[src/rtl/spi_pkg.sv]
// Shared definitions for the SPI master sequencer: FSM state encoding,
// SPI mode constants and the bit positions of CPOL/CPHA inside a mode word.
// Optional build macro used by the top: SPI_LSB_FIRST_EN.
package spi_pkg;

    typedef enum logic [2:0] {
        ST_IDLE   = 3'd0,
        ST_SETUP  = 3'd1,
        ST_ACTIVE = 3'd2,
        ST_HOLD   = 3'd3,
        ST_GAP    = 3'd4
    } spi_state_t;

    // mode = {CPOL, CPHA}
    localparam logic [1:0] MODE0 = 2'b00;
    localparam logic [1:0] MODE1 = 2'b01;
    localparam logic [1:0] MODE2 = 2'b10;
    localparam logic [1:0] MODE3 = 2'b11;

    localparam int CPOL_BIT = 1;
    localparam int CPHA_BIT = 0;

endpackage

[src/rtl/spi_halfper_timer.sv]
// Half-period timer for the SPI sequencer. A down-counter reloaded with the
// divider value; tick is high in the last cycle of each half-period, so a
// half-period lasts load_val+1 clk cycles. load restarts the count (used on
// every FSM state change); en gates counting outside IDLE.
module spi_halfper_timer #(
    parameter int DIV_W = 8
) (
    input  logic             clk,
    input  logic             reset_n,
    input  logic             load,
    input  logic             en,
    input  logic [DIV_W-1:0] load_val,
    output logic             tick
);

    logic [DIV_W-1:0] cnt;

    // End of half-period when the count has run down to zero.
    assign tick = en && (cnt == '0);

    // Counter: restart on load, otherwise count down and auto-reload at zero.
    always_ff @(posedge clk or negedge reset_n) begin
        if (!reset_n) begin
            cnt <= '0;
        end else if (load) begin
            cnt <= load_val;
        end else if (en) begin
            if (cnt == '0) begin
                cnt <= load_val;
            end else begin
                cnt <= cnt - 1'b1;
            end
        end
    end

endmodule

[src/rtl/spi_master_seq.sv]
// SPI master transaction sequencer. One DATA_W-bit word per request; drives
// cs/sclk/mosi in any of the four SPI modes and returns the word sampled
// from miso. Build option SPI_LSB_FIRST_EN: shift tx out and assemble rx
// LSB first (default MSB first); framing and timing do not change.
//
// Handshake: req_ready is high only in IDLE. A request is taken in the cycle
// where req_valid && req_ready; mode, div and tx_data are captured then and
// ignored for the rest of the transfer. req_valid while busy is not queued.
// rx_valid is a single-cycle pulse; rx_data holds until the next pulse.
module spi_master_seq
    import spi_pkg::*;
#(
    parameter int DATA_W = 8,
    parameter int DIV_W  = 8
) (
    input  logic              clk,
    input  logic              reset_n,
    input  logic [1:0]        mode,
    input  logic [DIV_W-1:0]  div,
    input  logic              req_valid,
    output logic              req_ready,
    input  logic [DATA_W-1:0] tx_data,
    output logic              rx_valid,
    output logic [DATA_W-1:0] rx_data,
    output logic              busy,
    output logic              cs,
    output logic              sclk,
    output logic              mosi,
    input  logic              miso,
    output logic [2:0]        dbg_state
);

    localparam int EDGE_W = $clog2(2 * DATA_W);
    localparam logic [EDGE_W-1:0] LAST_EDGE = EDGE_W'(2 * DATA_W - 1);

    spi_state_t        state;
    spi_state_t        state_next;

    // Only CPHA needs latching: CPOL is carried by sclk itself, which is
    // captured at acceptance and returns to it after an even edge count.
    logic              cpha_q;
    logic [DIV_W-1:0]  div_q;
    logic [DATA_W-1:0] tx_sr;
    logic [DATA_W-1:0] rx_sr;
    logic [EDGE_W-1:0] edge_cnt;

    logic              accept;
    logic              tick;
    logic              state_chg;
    logic              leading;
    logic              last_edge;

    logic              cs_d;
    logic              sclk_d;
    logic              mosi_d;
    logic              busy_d;
    logic              rx_valid_d;
    logic              do_sample;
    logic              do_shift;

`ifdef SPI_LSB_FIRST_EN
    function automatic logic head_bit(input logic [DATA_W-1:0] w);
        return w[0];
    endfunction
    function automatic logic [DATA_W-1:0] shift_out(input logic [DATA_W-1:0] w);
        return {1'b0, w[DATA_W-1:1]};
    endfunction
    function automatic logic [DATA_W-1:0] shift_in(input logic [DATA_W-1:0] w, input logic b);
        return {b, w[DATA_W-1:1]};
    endfunction
`else
    function automatic logic head_bit(input logic [DATA_W-1:0] w);
        return w[DATA_W-1];
    endfunction
    function automatic logic [DATA_W-1:0] shift_out(input logic [DATA_W-1:0] w);
        return {w[DATA_W-2:0], 1'b0};
    endfunction
    function automatic logic [DATA_W-1:0] shift_in(input logic [DATA_W-1:0] w, input logic b);
        return {w[DATA_W-2:0], b};
    endfunction
`endif

    assign req_ready = (state == ST_IDLE);
    assign accept    = req_valid && req_ready;
    assign state_chg = (state_next != state);
    assign leading   = ~edge_cnt[0];
    assign last_edge = (edge_cnt == LAST_EDGE);
    assign dbg_state = state;

    // Half-period timer restarts on each state change; the very first load
    // at acceptance uses the live divider since div_q is captured that edge.
    spi_halfper_timer #(
        .DIV_W (DIV_W)
    ) u_timer (
        .clk      (clk),
        .reset_n  (reset_n),
        .load     (state_chg),
        .en       (state != ST_IDLE),
        .load_val (accept ? div : div_q),
        .tick     (tick)
    );

    // State register.
    always_ff @(posedge clk or negedge reset_n) begin
        if (!reset_n) begin
            state <= ST_IDLE;
        end else begin
            state <= state_next;
        end
    end

    // Next-state: each non-IDLE state lasts a whole number of half-periods.
    always_comb begin
        state_next = state;
        case (state)
            ST_IDLE:   if (accept)             state_next = ST_SETUP;
            ST_SETUP:  if (tick)               state_next = ST_ACTIVE;
            ST_ACTIVE: if (tick && last_edge)  state_next = ST_HOLD;
            ST_HOLD:   if (tick)               state_next = ST_GAP;
            ST_GAP:    if (tick)               state_next = ST_IDLE;
            default:                           state_next = ST_IDLE;
        endcase
    end

    // Output/next-value logic for the registered pins and shift controls.
    always_comb begin
        cs_d       = !(state_next inside {ST_SETUP, ST_ACTIVE, ST_HOLD});
        busy_d     = (state_next != ST_IDLE);
        sclk_d     = sclk;
        mosi_d     = mosi;
        rx_valid_d = 1'b0;
        do_sample  = 1'b0;
        do_shift   = 1'b0;
        case (state)
            ST_IDLE: begin
                sclk_d = mode[CPOL_BIT];
                if (accept) begin
                    // CPHA=0 needs the first bit on the wire before the first edge.
                    mosi_d = mode[CPHA_BIT] ? 1'b0 : head_bit(tx_data);
                end
            end
            ST_ACTIVE: begin
                if (tick) begin
                    sclk_d    = ~sclk;
                    do_sample = cpha_q ? !leading : leading;
                    do_shift  = cpha_q ? leading : (!leading && !last_edge);
                    if (do_shift) begin
                        mosi_d = head_bit(tx_sr);
                    end
                end
            end
            ST_HOLD: begin
                rx_valid_d = tick;
            end
            default: begin
            end
        endcase
    end

    // Datapath and output registers.
    always_ff @(posedge clk or negedge reset_n) begin
        if (!reset_n) begin
            cpha_q   <= 1'b0;
            div_q    <= '0;
            tx_sr    <= '0;
            rx_sr    <= '0;
            edge_cnt <= '0;
            rx_data  <= '0;
            rx_valid <= 1'b0;
            busy     <= 1'b0;
            cs       <= 1'b1;
            sclk     <= 1'b0;
            mosi     <= 1'b0;
        end else begin
            if (accept) begin
                cpha_q <= mode[CPHA_BIT];
                div_q  <= div;
                tx_sr  <= mode[CPHA_BIT] ? tx_data : shift_out(tx_data);
                rx_sr  <= '0;
            end else if (do_shift) begin
                tx_sr <= shift_out(tx_sr);
            end
            if (do_sample) begin
                rx_sr <= shift_in(rx_sr, miso);
            end
            if (state_chg) begin
                edge_cnt <= '0;
            end else if ((state == ST_ACTIVE) && tick) begin
                edge_cnt <= edge_cnt + 1'b1;
            end
            if (rx_valid_d) begin
                rx_data <= rx_sr;
            end
            rx_valid <= rx_valid_d;
            busy     <= busy_d;
            cs       <= cs_d;
            sclk     <= sclk_d;
            mosi     <= mosi_d;
        end
    end

endmodule
[config.mk]
export PLATFORM = sky130hd
export DESIGN_NAME = spi_master_seq
export DESIGN_NICKNAME = d
export VERILOG_FILES = /design/src/rtl/spi_pkg.sv /design/src/rtl/spi_halfper_timer.sv /design/src/rtl/spi_master_seq.sv
export SDC_FILE = /design/constraint.sdc
export NUM_CORES = 1
export LEC_CHECK = 0
export ABC_AREA = 0
export BUFFER_PORTS_ARGS = -buffer_cell sky130_fd_sc_hd__buf_4
export CORE_UTILIZATION = 56
export CTS_CLUSTER_SIZE = 8
export DETAILED_ROUTE_END_ITERATION = 6
export GPL_TIMING_DRIVEN = 0
export PLACE_DENSITY = 0.86
export SLEW_MARGIN = 30
export SYNTH_ARGS = -nofsm -noshare
export SYNTH_HDL_FRONTEND = slang
export SYNTH_SLANG_ARGS = --single-unit
[constraint.sdc]
create_clock -name clk -period 2.4 [get_ports clk]
set_clock_uncertainty 0.1 [all_clocks]
set_input_delay 0.36 -clock clk [delete_from_list [all_inputs] [get_ports clk]]
set_output_delay 0.36 -clock clk [all_outputs]
set_load 0.01 [all_outputs]
==> results of run 1 <==
==> placed cells by master (no fill, tap or decap), types with 5 or more instances in the layout <==
| cell | count |
|---|---|
| sky130_fd_sc_hd__mux2i_1 | 11 |
| sky130_fd_sc_hd__buf_2 | 6 |
| sky130_fd_sc_hd__nor2_1 | 18 |
| sky130_fd_sc_hd__nand3_1 | 7 |
| sky130_fd_sc_hd__buf_4 | 39 |
| sky130_fd_sc_hd__o21ai_0 | 11 |
| sky130_fd_sc_hd__nand2_1 | 27 |
| sky130_fd_sc_hd__dfrtp_1 | 52 |
| sky130_fd_sc_hd__clkbuf_8 | 5 |
| sky130_fd_sc_hd__inv_1 | 8 |
| sky130_fd_sc_hd__mux2_2 | 25 |
| sky130_fd_sc_hd__a21oi_1 | 18 |
==> metal layers <==
layer  GRT usage (%)  wire length, um  vias up
li1                -                -      948
met1            29.8             2370      947
met2            38.2             2580       39
met3            3.85              148        7
met4            7.56               82        0
met5               0                0        -
==> logic make-up (layout without fill, tap and decap cells) <==
kind of cell	count (synthesis)	after routing	synth area share, %
fa+ha+maj	3	3	1.42
xor+xnor	5	5	1.66
buf+inv	20	67	3.55
flops	53	53	50.3
mux	37	37	15.3
compound gates	45	45	10.5
simple gates	81	81	17.3
==> per-stage QoR <==
step | hold slack, ps | power [mW] | setup WS, ps | util [%] | std cells
floorplan | -35.6 | 2.20 | 296 | - | 244
global placement | 337 | 2.47 | -29.6 | 67.1 | 333
detailed placement | 335 | 2.55 | -99.0 | 67.3 | 333
CTS | 163 | 3.05 | 0.993 | 69.7 | 342
global route | 193 | 3.30 | -28.2 | 70.7 | 343
finish | 165 | 3.09 | 80.9 | 70.7 | 343
==> registers in the layout, indices dropped and copies added, names as in the netlist <==
| signal | flops |
|---|---|
| tx_sr | 8 |
| u_timer.cnt | 8 |
| rx_data | 8 |
| sclk | 1 |
| rx_sr | 8 |
| div_q | 8 |
| edge_cnt | 4 |
| mosi | 1 |
| busy | 1 |
| cs | 1 |
| dbg_state | 3 |
| cpha_q | 1 |
| rx_valid | 1 |
==> how the worst max path moves through the flow <==
stage                                 end  slack, ps  cells after the start
2_1_floorplan        tx_sr[1]$_DFFE_PN0P_        300                      6
4_1_cts              tx_sr[6]$_DFFE_PN0P_          1                      6
5_1_grt            rx_data[7]$_DFFE_PN0P_        -30                      5
3_5_place_dp         tx_sr[6]$_DFFE_PN0P_       -100                      6
6_report       u_timer.cnt[7]$_DFFE_PN0P_         80                      7
3_3_place_gp         tx_sr[2]$_DFFE_PN0P_        -30                      6
==> final cells by class <==
type / count / area (sq um) / share of cell area (%)
flip-flops and latches: 53 / 1330 / 42.3
inverters: 8 / 30.0 / 0.956
clock buffers: 5 / 68.8 / 2.19
well taps: 52 / 65.1 / 2.07
multi-input cells: 171 / 1250 / 39.8
repair buffers: 39 / 308 / 9.80
clock inverters: 3 / 22.5 / 0.717
plain buffers: 12 / 67.6 / 2.15
==> where the power goes <==
| group | switching, mW | leakage, nW | total [mW] | internal, mW |
|---|---|---|---|---|
| registers | 0.271 | 0.669 | 1.49 | 1.22 |
| logic | 0.547 | 0.801 | 1.10 | 0.557 |
| clock network | 0.291 | 0.0481 | 0.498 | 0.207 |
==> synthesized netlist by cell type, types with 2 or more instances <==
library cell / n
sky130_fd_sc_hd__a21oi_1: 18
sky130_fd_sc_hd__and2_1: 2
sky130_fd_sc_hd__and3_1: 2
sky130_fd_sc_hd__buf_2: 6
sky130_fd_sc_hd__buf_4: 3
sky130_fd_sc_hd__clkbuf_1: 2
sky130_fd_sc_hd__dfrtp_1: 52
sky130_fd_sc_hd__ha_1: 3
sky130_fd_sc_hd__inv_1: 8
sky130_fd_sc_hd__mux2_2: 26
sky130_fd_sc_hd__mux2i_1: 11
sky130_fd_sc_hd__nand2_1: 27
sky130_fd_sc_hd__nand2b_1: 3
sky130_fd_sc_hd__nand3_1: 7
sky130_fd_sc_hd__nand4_1: 2
sky130_fd_sc_hd__nor2_1: 18
sky130_fd_sc_hd__nor2b_1: 3
sky130_fd_sc_hd__nor3_1: 4
sky130_fd_sc_hd__nor3b_2: 2
sky130_fd_sc_hd__nor4_1: 2
sky130_fd_sc_hd__o21ai_0: 11
sky130_fd_sc_hd__o22a_1: 3
sky130_fd_sc_hd__o22ai_1: 2
sky130_fd_sc_hd__o31ai_1: 2
sky130_fd_sc_hd__or3_1: 2
sky130_fd_sc_hd__xor2_1: 4
==> what timing repair did <==
item,in CTS,in global routing
pin swaps,0,2
setup buffers,0,1
resized for setup,1,4
hold buffers,1,0
endpoints found under the hold margin,17,0
endpoints found under the setup margin,19,26
==> worst reg2reg max path, delay by kind of cell (launching register included) <==
kind,cells,cell delay [ps]
flip-flops,1,430
multiplexers,1,390
buffers and inverters,2,240
adder cells (fa/ha/maj),1,220
AO/OA/AOI/OAI,2,650
AND/OR/NAND/NOR,1,160
==> flow_summary.html, run 1 <==
<table>
<tr><th>Metric</th><th>Value</th></tr>
<tr><th colspan="2">Finish</th></tr>
<tr><td>Antenna diode count</td><td>0</td></tr>
<tr><td>Cell area after layout</td><td>3140 sq um</td></tr>
<tr><td>Fill cell total of the finished layout</td><td>343</td></tr>
<tr><td>Synthesis-to-finish area growth</td><td>18.9%</td></tr>
<tr><td>Fraction of layout instances using a drive strength above 1</td><td>31.3%</td></tr>
<tr><td>Number of nets in the layout</td><td>315</td></tr>
<tr><th colspan="2">Timing</th></tr>
<tr><td>Setup repair after global routing missed its margin</td><td>yes</td></tr>
<tr><td>Final number of max-transition violations</td><td>0</td></tr>
<tr><td>Fin crit share</td><td>a little over nine tenths</td></tr>
<tr><td>Final worst path period need</td><td>between 2000 and 2500 ps</td></tr>
<tr><td>Number of hold violations in the final report</td><td>0</td></tr>
<tr><td>Final number of setup-violating endpoints</td><td>0</td></tr>
<tr><td>Actual transition at the worst max-transition pin</td><td>approximately 700 ps</td></tr>
<tr><td>Tightest slew margin relative to the limit</td><td>between 50% and 60%</td></tr>
<tr><td>Upper clock frequency limit</td><td>about 430 MHz</td></tr>
<tr><td>Final setup TNS</td><td>0 ps</td></tr>
<tr><th colspan="2">Logic synthesis</th></tr>
<tr><td>Syn Inst Count</td><td>about 240</td></tr>
<tr><td>Average cell area after synthesis</td><td>10.8 sq um</td></tr>
<tr><td>Mapped Area</td><td>2640 sq um</td></tr>
<tr><td>Share of Yosys cell area claimed by the top area cell type</td><td>between 40 and 50%</td></tr>
<tr><td>Number of enable flip-flop cells after synthesis</td><td>0</td></tr>
<tr><td>Number of synthesized register bits</td><td>53</td></tr>
<tr><td>Largest area contributor in the synthesized netlist</td><td>sky130_fd_sc_hd__dfrtp_1</td></tr>
<tr><td>Most used flip-flop cell after synthesis</td><td>sky130_fd_sc_hd__dfrtp_1</td></tr>
<tr><td>Cell variety after synth</td><td>45</td></tr>
<tr><td>Sequential cell area fraction in the yosys report</td><td>50.3%</td></tr>
<tr><td>Synth top area cells</td><td>sky130_fd_sc_hd__dfrtp_1 (49%), sky130_fd_sc_hd__mux2_2 (11%), sky130_fd_sc_hd__mux2i_1 (4.2%)</td></tr>
<tr><td>Total of warnings raised by yosys</td><td>0</td></tr>
<tr><td>Net Count, Synth</td><td>269</td></tr>
<tr><td>Synth async-reset ratio</td><td>100%</td></tr>
<tr><th colspan="2">Clock network</th></tr>
<tr><td>Clock latency reported for the late side of the worst-skew pair</td><td>between 300 and 400 ps</td></tr>
<tr><td>Clock root buffer</td><td>sky130_fd_sc_hd__clkbuf_8</td></tr>
<tr><td>Clock sink count</td><td>53</td></tr>
<tr><td>Clock tree from TritonCTS</td><td>done</td></tr>
<tr><td>Number of buffers between clock root and the deepest sink</td><td>2</td></tr>
<tr><td>Clock-pin transition on the worst setup and hold timing paths</td><td>100 ps</td></tr>
<tr><td>H-tree depth</td><td>2</td></tr>
<tr><td>TritonCTS Buffers</td><td>5</td></tr>
<tr><th colspan="2">Setup path</th></tr>
<tr><td>Delay of the slowest cell on the worst path</td><td>450 ps</td></tr>
<tr><td>Critical Path End Type</td><td>register</td></tr>
<tr><td>Worst reg2reg startpoint</td><td>u_timer.cnt[0]$_DFFE_PN0P_</td></tr>
<tr><td>Terminus of the critical flop-to-flop path</td><td>u_timer.cnt[7]$_DFFE_PN0P_</td></tr>
<tr><td>Type of origin of the critical path</td><td>register</td></tr>
<tr><td>Setup CP Type</td><td>reg -&gt; reg</td></tr>
<tr><td>Reg-to-reg slack, setup</td><td>80 ps</td></tr>
<tr><td>Req. time, crit path</td><td>roughly 2500 ps</td></tr>
<tr><td>Startpoint of the most critical setup path</td><td>u_timer.cnt[0]$_DFFE_PN0P_</td></tr>
<tr><td>Worst-path fanout max</td><td>8</td></tr>
<tr><td>Worst-path cell with the longest stage delay</td><td>sky130_fd_sc_hd__a211oi_4</td></tr>
<tr><td>Worst reg-to-reg path cell count</td><td>7</td></tr>
<tr><td>CP top delay family</td><td>compound AO/OA/AOI/OAI gates</td></tr>
<tr><td>Worst path arrival time</td><td>2410 ps</td></tr>
<tr><td>Critical Path, Cell by Cell</td><td>inv_1 &gt; ha_1 &gt; nor3b_4 &gt; buf_12 &gt; a211oi_4 &gt; mux2_2 &gt; o22a_1</td></tr>
<tr><td>Total buffers and inverters traversed by the critical path</td><td>2</td></tr>
<tr><th colspan="2">Job</th></tr>
<tr><td>Max Cap Viol</td><td>0</td></tr>
<tr><th colspan="2">Power</th></tr>
<tr><td>Worst VDD drop</td><td>732 uV</td></tr>
<tr><td>Total power density per cell area</td><td>985 nW/um^2</td></tr>
<tr><td>Static Leakage</td><td>1.52 nW</td></tr>
<tr><th colspan="2">GRT</th></tr>
<tr><td>Number of global-route vias before repair</td><td>between 1,500 and 2,000</td></tr>
<tr><td>GRT Total Usage</td><td>22.5%</td></tr>
<tr><td>Largest net degree at the start of global routing</td><td>54</td></tr>
<tr><td>Remaining Overflow, GRT</td><td>0</td></tr>
<tr><td>Wire length of the first global-routing pass</td><td>8.86 mm</td></tr>
<tr><td>Number of antenna violations at the first check in global routing</td><td>0</td></tr>
<tr><th colspan="2">Worst hold path</th></tr>
<tr><td>WHS Endpoint</td><td>rx_sr[0]$_DFFE_PN0P_</td></tr>
<tr><td>Min-delay src</td><td>miso</td></tr>
<tr><td>Min-delay worst type</td><td>in -&gt; reg</td></tr>
<tr><td>Number of cells on the worst hold path</td><td>3</td></tr>
<tr><th colspan="2">Placed design</th></tr>
<tr><td>Final Wtd Congestion</td><td>slightly below 0.9</td></tr>
<tr><td>Total cell area at the placement stage</td><td>2990 sq um</td></tr>
<tr><td>Hpwl dp</td><td>3.59 mm</td></tr>
<tr><td>Count of port buffers added during placement</td><td>37</td></tr>
<tr><th colspan="2">Floorplan</th></tr>
<tr><td>Die Wd</td><td>70.7 um</td></tr>
<tr><td>Site Rows</td><td>24</td></tr>
<tr><td>Core ar.</td><td>4440 sq um</td></tr>
<tr><td>Ports placed on the boundary</td><td>39</td></tr>
<tr><td>Effective utilization at floorplan</td><td>a little under 60%</td></tr>
<tr><td>Area enclosed by the die boundary</td><td>4990 sq um</td></tr>
<tr><td>Die boundary height</td><td>70.7 um</td></tr>
<tr><th colspan="2">Detailed routing</th></tr>
<tr><td>Total detailed-routing wirelength</td><td>5.18 mm</td></tr>
<tr><td>Iter 0 DRT Violations</td><td>148</td></tr>
<tr><td>Detail Route Antenna Nets</td><td>0</td></tr>
<tr><td>Total number of vias</td><td>1,941</td></tr>
<tr><td>Routed len/inst</td><td>between 15 and 20 um</td></tr>
<tr><td>Detail-routed via count per cell</td><td>5.66</td></tr>
<tr><td>Pre-antenna DRT Iters</td><td>6</td></tr>
<tr><td>DR DRC count</td><td>4</td></tr>
<tr><th colspan="2">Run status</th></tr>
<tr><td>Result of the run</td><td>finished, violations left</td></tr>
<tr><td>Violated checks</td><td>design-rule violations</td></tr>
</table>
Power figures use the tool's default switching activity.
==> inputs of run 2 (changes only) <==
--- a/config.mk
+++ b/config.mk
@@ -5,13 +5,14 @@
 export SDC_FILE = /design/constraint.sdc
 export NUM_CORES = 1
 export LEC_CHECK = 0
-export ABC_AREA = 0
+export ABC_AREA = 1
 export BUFFER_PORTS_ARGS = -buffer_cell sky130_fd_sc_hd__buf_4
-export CORE_UTILIZATION = 56
+export CORE_MARGIN = 2
+export CORE_UTILIZATION = 57
 export CTS_CLUSTER_SIZE = 8
 export DETAILED_ROUTE_END_ITERATION = 6
 export GPL_TIMING_DRIVEN = 0
-export PLACE_DENSITY = 0.86
+export PLACE_DENSITY = 0.87
 export SLEW_MARGIN = 30
 export SYNTH_ARGS = -nofsm -noshare
 export SYNTH_HDL_FRONTEND = slang
==> run 2 against run 1 <==
Effect of this change: the run now ends clean; combinational power is 96% higher; register-to-register slack better by 320 ps; core utilization is 0.59 points lower; non-clock buffer count is 5 lower; die area is 11% higher; critical path type unchanged; largest power group is now combinational cells; highest routed layer unchanged.
==> flow_summary.html, run 2 <==
<table>
<tr><th>Metric</th><th>Value</th></tr>
<tr><th colspan="2">Setup path</th></tr>
<tr><td>Worst-path fanout max</td><td>7 (was 8)</td></tr>
<tr><td>Critical Path End Type</td><td>register (unchanged)</td></tr>
<tr><td>Delay of the slowest cell on the worst path</td><td>390 ps (was 450 ps)</td></tr>
<tr><td>Cell occurring most often along the worst timing path</td><td>sky130_fd_sc_hd__nand2_2</td></tr>
<tr><td>Type of origin of the critical path</td><td>register (unchanged)</td></tr>
<tr><td>Worst path arrival time</td><td>2090 ps (was 2410 ps)</td></tr>
<tr><td>Setup CP Type</td><td>reg -&gt; reg (unchanged)</td></tr>
<tr><td>Critical Path, Cell by Cell</td><td>inv_1 &gt; ha_1 &gt; nand2_2 &gt; nor2_8 &gt; nand2_2 &gt; inv_2 &gt; nand2_1 &gt; nand2_2 &gt; mux2_2 (was inv_1 &gt; ha_1 &gt; nor3b_4 &gt; buf_12 &gt; a211oi_4 &gt; mux2_2 &gt; o22a_1)</td></tr>
<tr><td>Req. time, crit path</td><td>2490 ps (about the same)</td></tr>
<tr><td>CP top delay family</td><td>simple AND/OR/NAND/NOR gates (was compound AO/OA/AOI/OAI gates)</td></tr>
<tr><td>Worst-path cell with the longest stage delay</td><td>sky130_fd_sc_hd__dfrtp_1 (was sky130_fd_sc_hd__a211oi_4)</td></tr>
<tr><td>Total buffers and inverters traversed by the critical path</td><td>2 (unchanged)</td></tr>
<tr><th colspan="2">Logic synthesis</th></tr>
<tr><td>Cell variety after synth</td><td>38 (was 45)</td></tr>
<tr><td>Number of synthesized register bits</td><td>53 (unchanged)</td></tr>
<tr><td>Average cell area after synthesis</td><td>8.09 sq um (was 10.8 sq um)</td></tr>
<tr><td>Most frequent cell after synthesis</td><td>sky130_fd_sc_hd__nand2_1 (was sky130_fd_sc_hd__dfrtp_1)</td></tr>
<tr><td>Commonest cells in the synthesized netlist</td><td>sky130_fd_sc_hd__nand2_1 (122), sky130_fd_sc_hd__dfrtp_1 (52), sky130_fd_sc_hd__inv_1 (32) (was sky130_fd_sc_hd__dfrtp_1 (52), sky130_fd_sc_hd__nand2_1 (27), sky130_fd_sc_hd__mux2_2 (26))</td></tr>
<tr><td>Share of Yosys cell area claimed by the top area cell type</td><td>45.8% (was 49.3%)</td></tr>
<tr><td>Net Count, Synth</td><td>376 (was 269)</td></tr>
<tr><td>Total of warnings raised by yosys</td><td>0 (unchanged)</td></tr>
<tr><td>Largest area contributor in the synthesized netlist</td><td>sky130_fd_sc_hd__dfrtp_1 (unchanged)</td></tr>
<tr><td>Mapped Area</td><td>2840 sq um (was 2640 sq um)</td></tr>
<tr><td>Synth top area cells</td><td>sky130_fd_sc_hd__dfrtp_1 (46%), sky130_fd_sc_hd__nand2_1 (16%), sky130_fd_sc_hd__inv_1 (4.2%) (was sky130_fd_sc_hd__dfrtp_1 (49%), sky130_fd_sc_hd__mux2_2 (11%), sky130_fd_sc_hd__mux2i_1 (4.2%))</td></tr>
<tr><td>Syn Inst Count</td><td>351 (was 244)</td></tr>
<tr><td>Most used flip-flop cell after synthesis</td><td>sky130_fd_sc_hd__dfrtp_1 (unchanged)</td></tr>
<tr><td>Number of enable flip-flop cells after synthesis</td><td>0 (unchanged)</td></tr>
<tr><td>Sequential cell area fraction in the yosys report</td><td>46.7% (was 50.3%)</td></tr>
<tr><td>Synth async-reset ratio</td><td>100% (unchanged)</td></tr>
<tr><th colspan="2">Timing</th></tr>
<tr><td>Number of hold violations in the final report</td><td>0 (unchanged)</td></tr>
<tr><td>Final number of max-transition violations</td><td>0 (unchanged)</td></tr>
<tr><td>Final setup TNS</td><td>0 ps (unchanged)</td></tr>
<tr><td>Setup repair after global routing missed its margin</td><td>no (was yes)</td></tr>
<tr><td>Upper clock frequency limit</td><td>500 MHz (was 431 MHz)</td></tr>
<tr><td>Final worst path period need</td><td>2000 ps (was 2320 ps)</td></tr>
<tr><td>Actual transition at the worst max-transition pin</td><td>654 ps (was 701 ps)</td></tr>
<tr><td>WHS</td><td>184 ps (was 165 ps)</td></tr>
<tr><td>Fin crit share</td><td>83.3% (was 96.6%)</td></tr>
<tr><td>Final number of setup-violating endpoints</td><td>0 (unchanged)</td></tr>
<tr><td>Tightest slew margin relative to the limit</td><td>56.4% (was 53.1%)</td></tr>
<tr><th colspan="2">Finish</th></tr>
<tr><td>Antenna diode count</td><td>0 (unchanged)</td></tr>
<tr><td>Most common library cell in the layout ignoring fill and taps</td><td>sky130_fd_sc_hd__nand2_1 (was sky130_fd_sc_hd__dfrtp_1)</td></tr>
<tr><td>Area of all sequential standard cells</td><td>1330 sq um (unchanged)</td></tr>
<tr><td>Top library cells by usage in the layout, fill and taps aside</td><td>sky130_fd_sc_hd__nand2_1 (122), sky130_fd_sc_hd__dfrtp_1 (52), sky130_fd_sc_hd__buf_4 (38), sky130_fd_sc_hd__inv_1 (32), sky130_fd_sc_hd__nor2_1 (24) (was sky130_fd_sc_hd__dfrtp_1 (52), sky130_fd_sc_hd__buf_4 (39), sky130_fd_sc_hd__nand2_1 (27), sky130_fd_sc_hd__mux2_2 (25))</td></tr>
<tr><td>Fraction of layout instances using a drive strength above 1</td><td>23.4% (was 31.3%)</td></tr>
<tr><td>Total area of multi-input combinational cells</td><td>1300 sq um (was 1250 sq um)</td></tr>
<tr><td>Synthesis-to-finish area growth</td><td>17.3% (was 18.9%)</td></tr>
<tr><td>Number of nets in the layout</td><td>421 (was 315)</td></tr>
<tr><td>Cell area after layout</td><td>3330 sq um (was 3140 sq um)</td></tr>
<tr><td>Fill cell total of the finished layout</td><td>387 (was 343)</td></tr>
<tr><th colspan="2">Power</th></tr>
<tr><td>Internal power</td><td>2.42 mW (was 1.98 mW)</td></tr>
<tr><td>Static Leakage</td><td>1.73 nW (was 1.52 nW)</td></tr>
<tr><td>Clock network power share</td><td>14.8% (was 16.1%)</td></tr>
<tr><td>Switching share of total power</td><td>42.7% (was 35.9%)</td></tr>
<tr><td>Total power density per cell area</td><td>1270 nW/um^2 (was 985 nW/um^2)</td></tr>
<tr><td>Worst VDD drop</td><td>762 uV (was 732 uV)</td></tr>
<tr><td>Share of power burned in registers</td><td>34.1% (was 48.2%)</td></tr>
<tr><td>Power dissipated by switching net loads</td><td>1.80 mW (was 1.11 mW)</td></tr>
<tr><td>Part of the power in combinational logic</td><td>51.1% (was 35.7%)</td></tr>
<tr><th colspan="2">Floorplan</th></tr>
<tr><td>Area enclosed by the die boundary</td><td>5560 sq um (was 4990 sq um)</td></tr>
<tr><td>Site Rows</td><td>25 (was 24)</td></tr>
<tr><td>Die Wd</td><td>74.6 um (was 70.7 um)</td></tr>
<tr><td>Core ar.</td><td>4750 sq um (was 4440 sq um)</td></tr>
<tr><td>Die boundary height</td><td>74.6 um (was 70.7 um)</td></tr>
<tr><td>Effective utilization at floorplan</td><td>59.7% (was 59.4%)</td></tr>
<tr><td>Ports placed on the boundary</td><td>39 (unchanged)</td></tr>
<tr><th colspan="2">Detailed routing</th></tr>
<tr><td>Total detailed-routing wirelength</td><td>5.63 mm (was 5.18 mm)</td></tr>
<tr><td>DR DRC count</td><td>0 (was 4)</td></tr>
<tr><td>Total number of vias</td><td>2,349 (was 1,941)</td></tr>
<tr><td>Iter 0 DRT Violations</td><td>141 (was 148)</td></tr>
<tr><td>Detail Route Antenna Nets</td><td>0 (unchanged)</td></tr>
<tr><td>Routed len/inst</td><td>12.1 um (was 15.1 um)</td></tr>
<tr><td>Pre-antenna DRT Iters</td><td>4 (was 6)</td></tr>
<tr><td>Detail-routed via count per cell</td><td>5.06 (was 5.66)</td></tr>
<tr><th colspan="2">Job</th></tr>
<tr><td>Max Cap Viol</td><td>0 (unchanged)</td></tr>
<tr><th colspan="2">Clock network</th></tr>
<tr><td>CTS resizes</td><td>0 (was 1)</td></tr>
<tr><td>TritonCTS Buffers</td><td>5 (unchanged)</td></tr>
<tr><td>Clock tree from TritonCTS</td><td>done (unchanged)</td></tr>
<tr><td>Clock sink count</td><td>53 (unchanged)</td></tr>
<tr><td>H-tree depth</td><td>2 (unchanged)</td></tr>
<tr><td>Clock latency reported for the late side of the worst-skew pair</td><td>300 ps (was 310 ps)</td></tr>
<tr><td>Number of buffers between clock root and the deepest sink</td><td>2 (unchanged)</td></tr>
<tr><td>Clock root buffer</td><td>sky130_fd_sc_hd__clkbuf_8 (unchanged)</td></tr>
<tr><td>Clock-pin transition on the worst setup and hold timing paths</td><td>90 ps (was 100 ps)</td></tr>
<tr><th colspan="2">GRT</th></tr>
<tr><td>Wire length of the first global-routing pass</td><td>9.49 mm (was 8.86 mm)</td></tr>
<tr><td>Largest net degree at the start of global routing</td><td>54 (unchanged)</td></tr>
<tr><td>GRT Total Usage</td><td>22.3% (was 22.5%)</td></tr>
<tr><td>Remaining Overflow, GRT</td><td>0 (unchanged)</td></tr>
<tr><td>Number of global-route vias before repair</td><td>2,203 (was 1,912)</td></tr>
<tr><td>Number of antenna violations at the first check in global routing</td><td>0 (unchanged)</td></tr>
<tr><th colspan="2">Placed design</th></tr>
<tr><td>Hpwl dp</td><td>4.18 mm (was 3.59 mm)</td></tr>
<tr><td>Count of port buffers added during placement</td><td>37 (unchanged)</td></tr>
<tr><td>Total cell area at the placement stage</td><td>3200 sq um (was 2990 sq um)</td></tr>
<tr><td>Final Wtd Congestion</td><td>0.898 (was 0.874)</td></tr>
<tr><th colspan="2">Worst hold path</th></tr>
<tr><td>Min-delay worst type</td><td>in -&gt; reg (unchanged)</td></tr>
<tr><th colspan="2">Run status</th></tr>
<tr><td>Result of the run</td><td>completed (was finished, violations left)</td></tr>
</table>
run 2: cell count changes in the layout (fill, tap and decap cells not counted), sizes merged, moves of 6 or more:
cell   delta
nand3    +10
nand2   +116
mux2     -25
o21ai     +6
inv      +30
mux2i    -10
nor2     +12
a21oi     -8
run 2: cells by family after synthesis:
logic type | Yosys count | share of synthesized area, %
simple gates | 200 | 33.6
fa+ha+maj | 3 | 1.32
buf+inv | 47 | 7.58
flops | 53 | 46.7
compound gates | 39 | 7.89
mux | 2 | 0.749
xor+xnor | 7 | 2.16
run 2: path summary, 6_finish.rpt:
path	start	end	slack, ps	cells past startpoint
worst min-delay path	div[2]	div_q[2]$_DFF_PN0_	180	3
min in group asynchronous	reset_n	tx_sr[1]$_DFFE_PN0P_	520	2
worst max-delay path	u_timer.cnt[0]$_DFFE_PN0P_	tx_sr[5]$_DFFE_PN0P_	400	9
max in group asynchronous	reset_n	dbg_state[0]$_DFF_PN0_	1240	2
worst max register to register	u_timer.cnt[0]$_DFFE_PN0P_	tx_sr[5]$_DFFE_PN0P_	400	9
worst min register to register	rx_data[1]$_DFFE_PN0P_	rx_data[1]$_DFFE_PN0P_	380	2
run 2: per-stage QoR:
step	setup slack (ps)	utilization (%)	std cells	total power, mW
after floorplan	595	-	351	3.03
after global placement	454	67.3	455	3.54
after detailed placement	438	67.3	455	3.62
after CTS	402	70.1	464	4.26
after global routing	292	70.1	464	4.61
final	402	70.1	464	4.23
run 2: power by group through the flow:
stage | Clock (mW) | Sequential, mW | Combinational, mW
floorplan | 0 | 1.47 | 1.56
global placement | 0 | 1.44 | 2.10
detailed placement | 0 | 1.46 | 2.16
CTS | 0.639 | 1.44 | 2.18
global route | 0.681 | 1.48 | 2.45
finish | 0.627 | 1.44 | 2.16
run 2: cell type report:
type / instances / share of cell area [%]
inverter: 39 / 4.69
tap: 67 / 2.52
clock buffer: 6 / 2.48
multi-input combinational: 251 / 38.9
sequential: 53 / 39.8
clock inverter: 2 / 1.13
timing repair buffer: 38 / 8.64
buffer: 8 / 1.76
run 2: what timing repair did:
action	CTS	global route
hold buffers	1	0
hold endpoints to repair	2	0
buffers inserted	0	0
run 2: worst register-to-register path, delay by kind of cell, from the launching register on:
family | cells | cell delay (ps)
and+or+nand+nor | 5 | 620
DFF | 1 | 390
muxes | 1 | 350
buffers and inverters | 2 | 250
adders and majority gates | 1 | 170
run 2: routing by layer:
layer  wire length [um]  global-route usage, %
met2               3010                   40.0
met3                178                   4.20
met5                  0                      0
met4                 68                   5.36
met1               2370                   27.8
==> inputs of run 3 (changes only) <==
--- a/config.mk
+++ b/config.mk
@@ -5,14 +5,14 @@
 export SDC_FILE = /design/constraint.sdc
 export NUM_CORES = 1
 export LEC_CHECK = 0
-export ABC_AREA = 1
+export ABC_AREA = 0
 export BUFFER_PORTS_ARGS = -buffer_cell sky130_fd_sc_hd__buf_4
 export CORE_MARGIN = 2
-export CORE_UTILIZATION = 57
+export CORE_UTILIZATION = 56
 export CTS_CLUSTER_SIZE = 8
 export DETAILED_ROUTE_END_ITERATION = 6
 export GPL_TIMING_DRIVEN = 0
-export PLACE_DENSITY = 0.87
+export PLACE_DENSITY = 0.86
 export SLEW_MARGIN = 30
 export SYNTH_ARGS = -nofsm -noshare
 export SYNTH_HDL_FRONTEND = slang
==> constraint.sdc (replaced) <==
create_clock -name clk -period 2 [get_ports clk]
set_clock_uncertainty 0.1 [all_clocks]
set_input_delay 0.3 -clock clk [delete_from_list [all_inputs] [get_ports clk]]
set_output_delay 0.3 -clock clk [all_outputs]
set_load 0.01 [all_outputs]
==> run 3 against run 2 <==
Effect of this change: the flow now finishes with violations (negative setup slack); largest power group is now registers; critical path type unchanged; final cell count down 21%; combinational power down 23%; sequential share of layout area down 1.1 points; worst hold slack worse by 57 ps; via count down 6.3%; count of clock-buffer cells in the layout down 1; clock power up 3%; final area up 3.0%; critical path depth down 2; register-to-register slack worse by 460 ps; largest cell class unchanged; power down 2.6%; first-iteration DRC count up 47%.
==> flow_summary.html, run 3 (synthesized netlist as in run 1, its figures left out) <==
<table>
<tr><th>Metric</th><th>Value</th></tr>
<tr><th colspan="2">Run status</th></tr>
<tr><td>Result of the run</td><td>finished, violations left (was completed)</td></tr>
<tr><td>Violated checks</td><td>negative setup slack</td></tr>
<tr><th colspan="2">Setup path</th></tr>
<tr><td>Terminus of the critical flop-to-flop path</td><td>u_timer.cnt[4]$_DFFE_PN0P_ (was tx_sr[5]$_DFFE_PN0P_)</td></tr>
<tr><td>Cell occurring most often along the worst timing path</td><td>sky130_fd_sc_hd__buf_6 (was sky130_fd_sc_hd__nand2_2)</td></tr>
<tr><td>Req. time, crit path</td><td>2090 ps (was 2490 ps)</td></tr>
<tr><td>Delay of the slowest cell on the worst path</td><td>460 ps (was 390 ps)</td></tr>
<tr><td>Critical Path End Type</td><td>register (unchanged)</td></tr>
<tr><td>Critical Path, Cell by Cell</td><td>buf_4 &gt; o21a_1 &gt; a211oi_4 &gt; buf_6 &gt; buf_6 &gt; mux2i_1 &gt; o22ai_1 (was inv_1 &gt; ha_1 &gt; nand2_2 &gt; nor2_8 &gt; nand2_2 &gt; inv_2 &gt; nand2_1 &gt; nand2_2 &gt; mux2_2)</td></tr>
<tr><td>Setup CP Type</td><td>reg -&gt; reg (unchanged)</td></tr>
<tr><td>Worst path arrival time</td><td>2150 ps (was 2090 ps)</td></tr>
<tr><td>Worst reg-to-reg path cell count</td><td>7 (was 9)</td></tr>
<tr><td>Reg-to-reg slack, setup</td><td>-60 ps (was 400 ps)</td></tr>
<tr><td>Worst-path fanout max</td><td>11 (was 7)</td></tr>
<tr><td>Worst-path cell with the longest stage delay</td><td>sky130_fd_sc_hd__dfrtp_2 (was sky130_fd_sc_hd__dfrtp_1)</td></tr>
<tr><td>Worst reg2reg startpoint</td><td>dbg_state[1]$_DFF_PN0_ (was u_timer.cnt[0]$_DFFE_PN0P_)</td></tr>
<tr><td>Type of origin of the critical path</td><td>register (unchanged)</td></tr>
<tr><th colspan="2">Clock network</th></tr>
<tr><td>TritonCTS Buffers</td><td>5 (unchanged)</td></tr>
<tr><td>Clock sink count</td><td>53 (unchanged)</td></tr>
<tr><td>Clock tree from TritonCTS</td><td>done (unchanged)</td></tr>
<tr><td>Clock root buffer</td><td>sky130_fd_sc_hd__clkbuf_8 (unchanged)</td></tr>
<tr><td>Clock-pin transition on the worst setup and hold timing paths</td><td>100 ps (was 90 ps)</td></tr>
<tr><td>Number of buffers between clock root and the deepest sink</td><td>2 (unchanged)</td></tr>
<tr><td>H-tree depth</td><td>2 (unchanged)</td></tr>
<tr><td>Clock latency reported for the late side of the worst-skew pair</td><td>320 ps (was 300 ps)</td></tr>
<tr><th colspan="2">Finish</th></tr>
<tr><td>Most common library cell in the layout ignoring fill and taps</td><td>sky130_fd_sc_hd__buf_4 (was sky130_fd_sc_hd__nand2_1)</td></tr>
<tr><td>Top library cells by usage in the layout, fill and taps aside</td><td>sky130_fd_sc_hd__buf_4 (57), sky130_fd_sc_hd__dfrtp_1 (49), sky130_fd_sc_hd__nand2_1 (27), sky130_fd_sc_hd__mux2_2 (21), sky130_fd_sc_hd__nor2_1 (18) (was sky130_fd_sc_hd__nand2_1 (122), sky130_fd_sc_hd__dfrtp_1 (52), sky130_fd_sc_hd__buf_4 (38), sky130_fd_sc_hd__inv_1 (32), sky130_fd_sc_hd__nor2_1 (24))</td></tr>
<tr><td>Fill cell total of the finished layout</td><td>285 (was 387)</td></tr>
<tr><td>Cell area after layout</td><td>3430 sq um (was 3330 sq um)</td></tr>
<tr><td>Synthesis-to-finish area growth</td><td>29.9% (was 17.3%)</td></tr>
<tr><td>Fraction of layout instances using a drive strength above 1</td><td>40.0% (was 23.4%)</td></tr>
<tr><td>Number of nets in the layout</td><td>339 (was 421)</td></tr>
<tr><td>Antenna diode count</td><td>0 (unchanged)</td></tr>
<tr><th colspan="2">GRT</th></tr>
<tr><td>Number of antenna violations at the first check in global routing</td><td>0 (unchanged)</td></tr>
<tr><td>Wire length of the first global-routing pass</td><td>9.32 mm (was 9.49 mm)</td></tr>
<tr><td>Largest net degree at the start of global routing</td><td>54 (unchanged)</td></tr>
<tr><td>GRT Total Usage</td><td>22.9% (was 22.3%)</td></tr>
<tr><td>Remaining Overflow, GRT</td><td>0 (unchanged)</td></tr>
<tr><td>Number of global-route vias before repair</td><td>1,967 (was 2,203)</td></tr>
<tr><th colspan="2">Worst hold path</th></tr>
<tr><td>Number of cells on the worst hold path</td><td>3 (unchanged)</td></tr>
<tr><td>Min-delay src</td><td>tx_data[0] (was div[2])</td></tr>
<tr><td>Min-delay worst type</td><td>in -&gt; reg (unchanged)</td></tr>
<tr><td>WHS Endpoint</td><td>tx_sr[0]$_DFFE_PN0P_ (was div_q[2]$_DFF_PN0_)</td></tr>
<tr><th colspan="2">Timing</th></tr>
<tr><td>Number of hold violations in the final report</td><td>0 (unchanged)</td></tr>
<tr><td>Final number of max-transition violations</td><td>0 (unchanged)</td></tr>
<tr><td>Final number of setup-violating endpoints</td><td>6 (was 0)</td></tr>
<tr><td>Actual transition at the worst max-transition pin</td><td>670 ps (was 654 ps)</td></tr>
<tr><td>Final worst path period need</td><td>2060 ps (was 2000 ps)</td></tr>
<tr><td>Fin crit share</td><td>103% (was 83.3%)</td></tr>
<tr><td>Final setup TNS</td><td>-123 ps (was 0 ps)</td></tr>
<tr><td>Upper clock frequency limit</td><td>485 MHz (was 500 MHz)</td></tr>
<tr><td>Tightest slew margin relative to the limit</td><td>55.4% (was 56.4%)</td></tr>
<tr><td>Min setup slack post-route</td><td>-61.6 ps (was 402 ps)</td></tr>
<tr><td>Setup repair after global routing missed its margin</td><td>yes (was no)</td></tr>
<tr><th colspan="2">Floorplan</th></tr>
<tr><td>Site Rows</td><td>24 (was 25)</td></tr>
<tr><td>Core ar.</td><td>4440 sq um (was 4750 sq um)</td></tr>
<tr><td>Die boundary height</td><td>72.7 um (was 74.6 um)</td></tr>
<tr><td>Die Wd</td><td>72.7 um (was 74.6 um)</td></tr>
<tr><td>Ports placed on the boundary</td><td>39 (unchanged)</td></tr>
<tr><td>Effective utilization at floorplan</td><td>59.4% (was 59.7%)</td></tr>
<tr><td>Area enclosed by the die boundary</td><td>5280 sq um (was 5560 sq um)</td></tr>
<tr><th colspan="2">Power</th></tr>
<tr><td>Total Power</td><td>4.12 mW (was 4.23 mW)</td></tr>
<tr><td>Static Leakage</td><td>1.70 nW (was 1.73 nW)</td></tr>
<tr><td>Worst VDD drop</td><td>763 uV (was 762 uV)</td></tr>
<tr><td>Total power density per cell area</td><td>1200 nW/um^2 (was 1270 nW/um^2)</td></tr>
<tr><th colspan="2">Detailed routing</th></tr>
<tr><td>Pre-antenna DRT Iters</td><td>4 (unchanged)</td></tr>
<tr><td>Routed len/inst</td><td>17.8 um (was 12.1 um)</td></tr>
<tr><td>Iter 0 DRT Violations</td><td>207 (was 141)</td></tr>
<tr><td>Total number of vias</td><td>2,202 (was 2,349)</td></tr>
<tr><td>Detail Route Antenna Nets</td><td>0 (unchanged)</td></tr>
<tr><td>DR DRC count</td><td>0 (unchanged)</td></tr>
<tr><td>Detail-routed via count per cell</td><td>6.00 (was 5.06)</td></tr>
<tr><td>Total detailed-routing wirelength</td><td>6.54 mm (was 5.63 mm)</td></tr>
<tr><th colspan="2">Placed design</th></tr>
<tr><td>Final Wtd Congestion</td><td>0.845 (was 0.898)</td></tr>
<tr><td>Total cell area at the placement stage</td><td>3020 sq um (was 3200 sq um)</td></tr>
<tr><td>Hpwl dp</td><td>3.61 mm (was 4.18 mm)</td></tr>
<tr><td>Count of port buffers added during placement</td><td>37 (unchanged)</td></tr>
<tr><th colspan="2">Job</th></tr>
<tr><td>Max Cap Viol</td><td>0 (unchanged)</td></tr>
</table>
run 3: changes by cell type in the layout (fill, tap and decap cells not counted), sizes merged, moves of 12 or more:
cell | previous run | this run
buf | 43 | 70
nand2 | 143 | 27
nor2 | 30 | 18
inv | 38 | 9
mux2 | 1 | 26
run 3: per-layer routing:
layer	share of wire (%)	global-route usage [%]	vias to the layer above
met5	0	0	-
met4	3.1	8.64	0
met3	3.9	4.01	21
met2	50	36.2	72
met1	43	31.7	1103
li1	-	-	1006
run 3: worst max path at each step:
stage,start,to,cells past startpoint,slack (ps)
final,dbg_state[1]$_DFF_PN0_,u_timer.cnt[4]$_DFFE_PN0P_,7,-60
after global placement,dbg_state[2]$_DFF_PN0_,u_timer.cnt[4]$_DFFE_PN0P_,5,-290
after global routing,u_timer.cnt[0]$_DFFE_PN0P_,u_timer.cnt[4]$_DFFE_PN0P_,9,-140
after CTS,u_timer.cnt[0]$_DFFE_PN0P_,rx_data[2]$_DFFE_PN0P_,8,-9
after floorplan,dbg_state[0]$_DFF_PN0_,u_timer.cnt[3]$_DFFE_PN0P_,5,7
after detailed placement,dbg_state[2]$_DFF_PN0_,u_timer.cnt[4]$_DFFE_PN0P_,5,-330
run 3: where the power goes:
| part | internal (mW) | switching (mW) |
|---|---|---|
| Sequential | 1.47 | 0.332 |
| Combinational | 0.865 | 0.808 |
| Clock | 0.256 | 0.389 |
| Total | 2.59 | 1.53 |
run 3: cell type report:
type,count,area [sq um],area share [%]
buffer,11,80.1,2.33
clock buffer,5,68.8,2.01
clock inverter,3,26.3,0.766
inverter,8,30.0,0.875
multi-input combinational,172,1320,38.6
sequential,53,1330,38.8
tap,52,65.1,1.90
timing repair buffer,63,507,14.8
run 3: timing repair:
action                     in CTS  in global routing
gates cloned                    0                  1
pin swaps                       4                  5
hold endpoints to repair       52                  0
setup endpoints to repair      43                 37
hold buffers                    1                  0
setup buffers                  14                 11
gates resized for setup         5                 28
run 3: critical path, delay by kind of cell, from the launching register on:
family | cells | cell delay, ps
multiplexers | 1 | 250
buffers and inverters | 3 | 540
AO/OA/AOI/OAI | 3 | 590
flip-flops | 1 | 460
run 3: through the flow:
step | setup slack, ps | instances | hold slack (ps) | utilization, %
after global placement | -287 | 333 | 277 | 67.9
final | -61.6 | 367 | 127 | 77.2
after global routing | -138 | 367 | 123 | 77.2
after CTS | -8.99 | 356 | 86.7 | 73.1
after detailed placement | -327 | 333 | 280 | 67.9
after floorplan | 7.40 | 244 | -95.6 | -
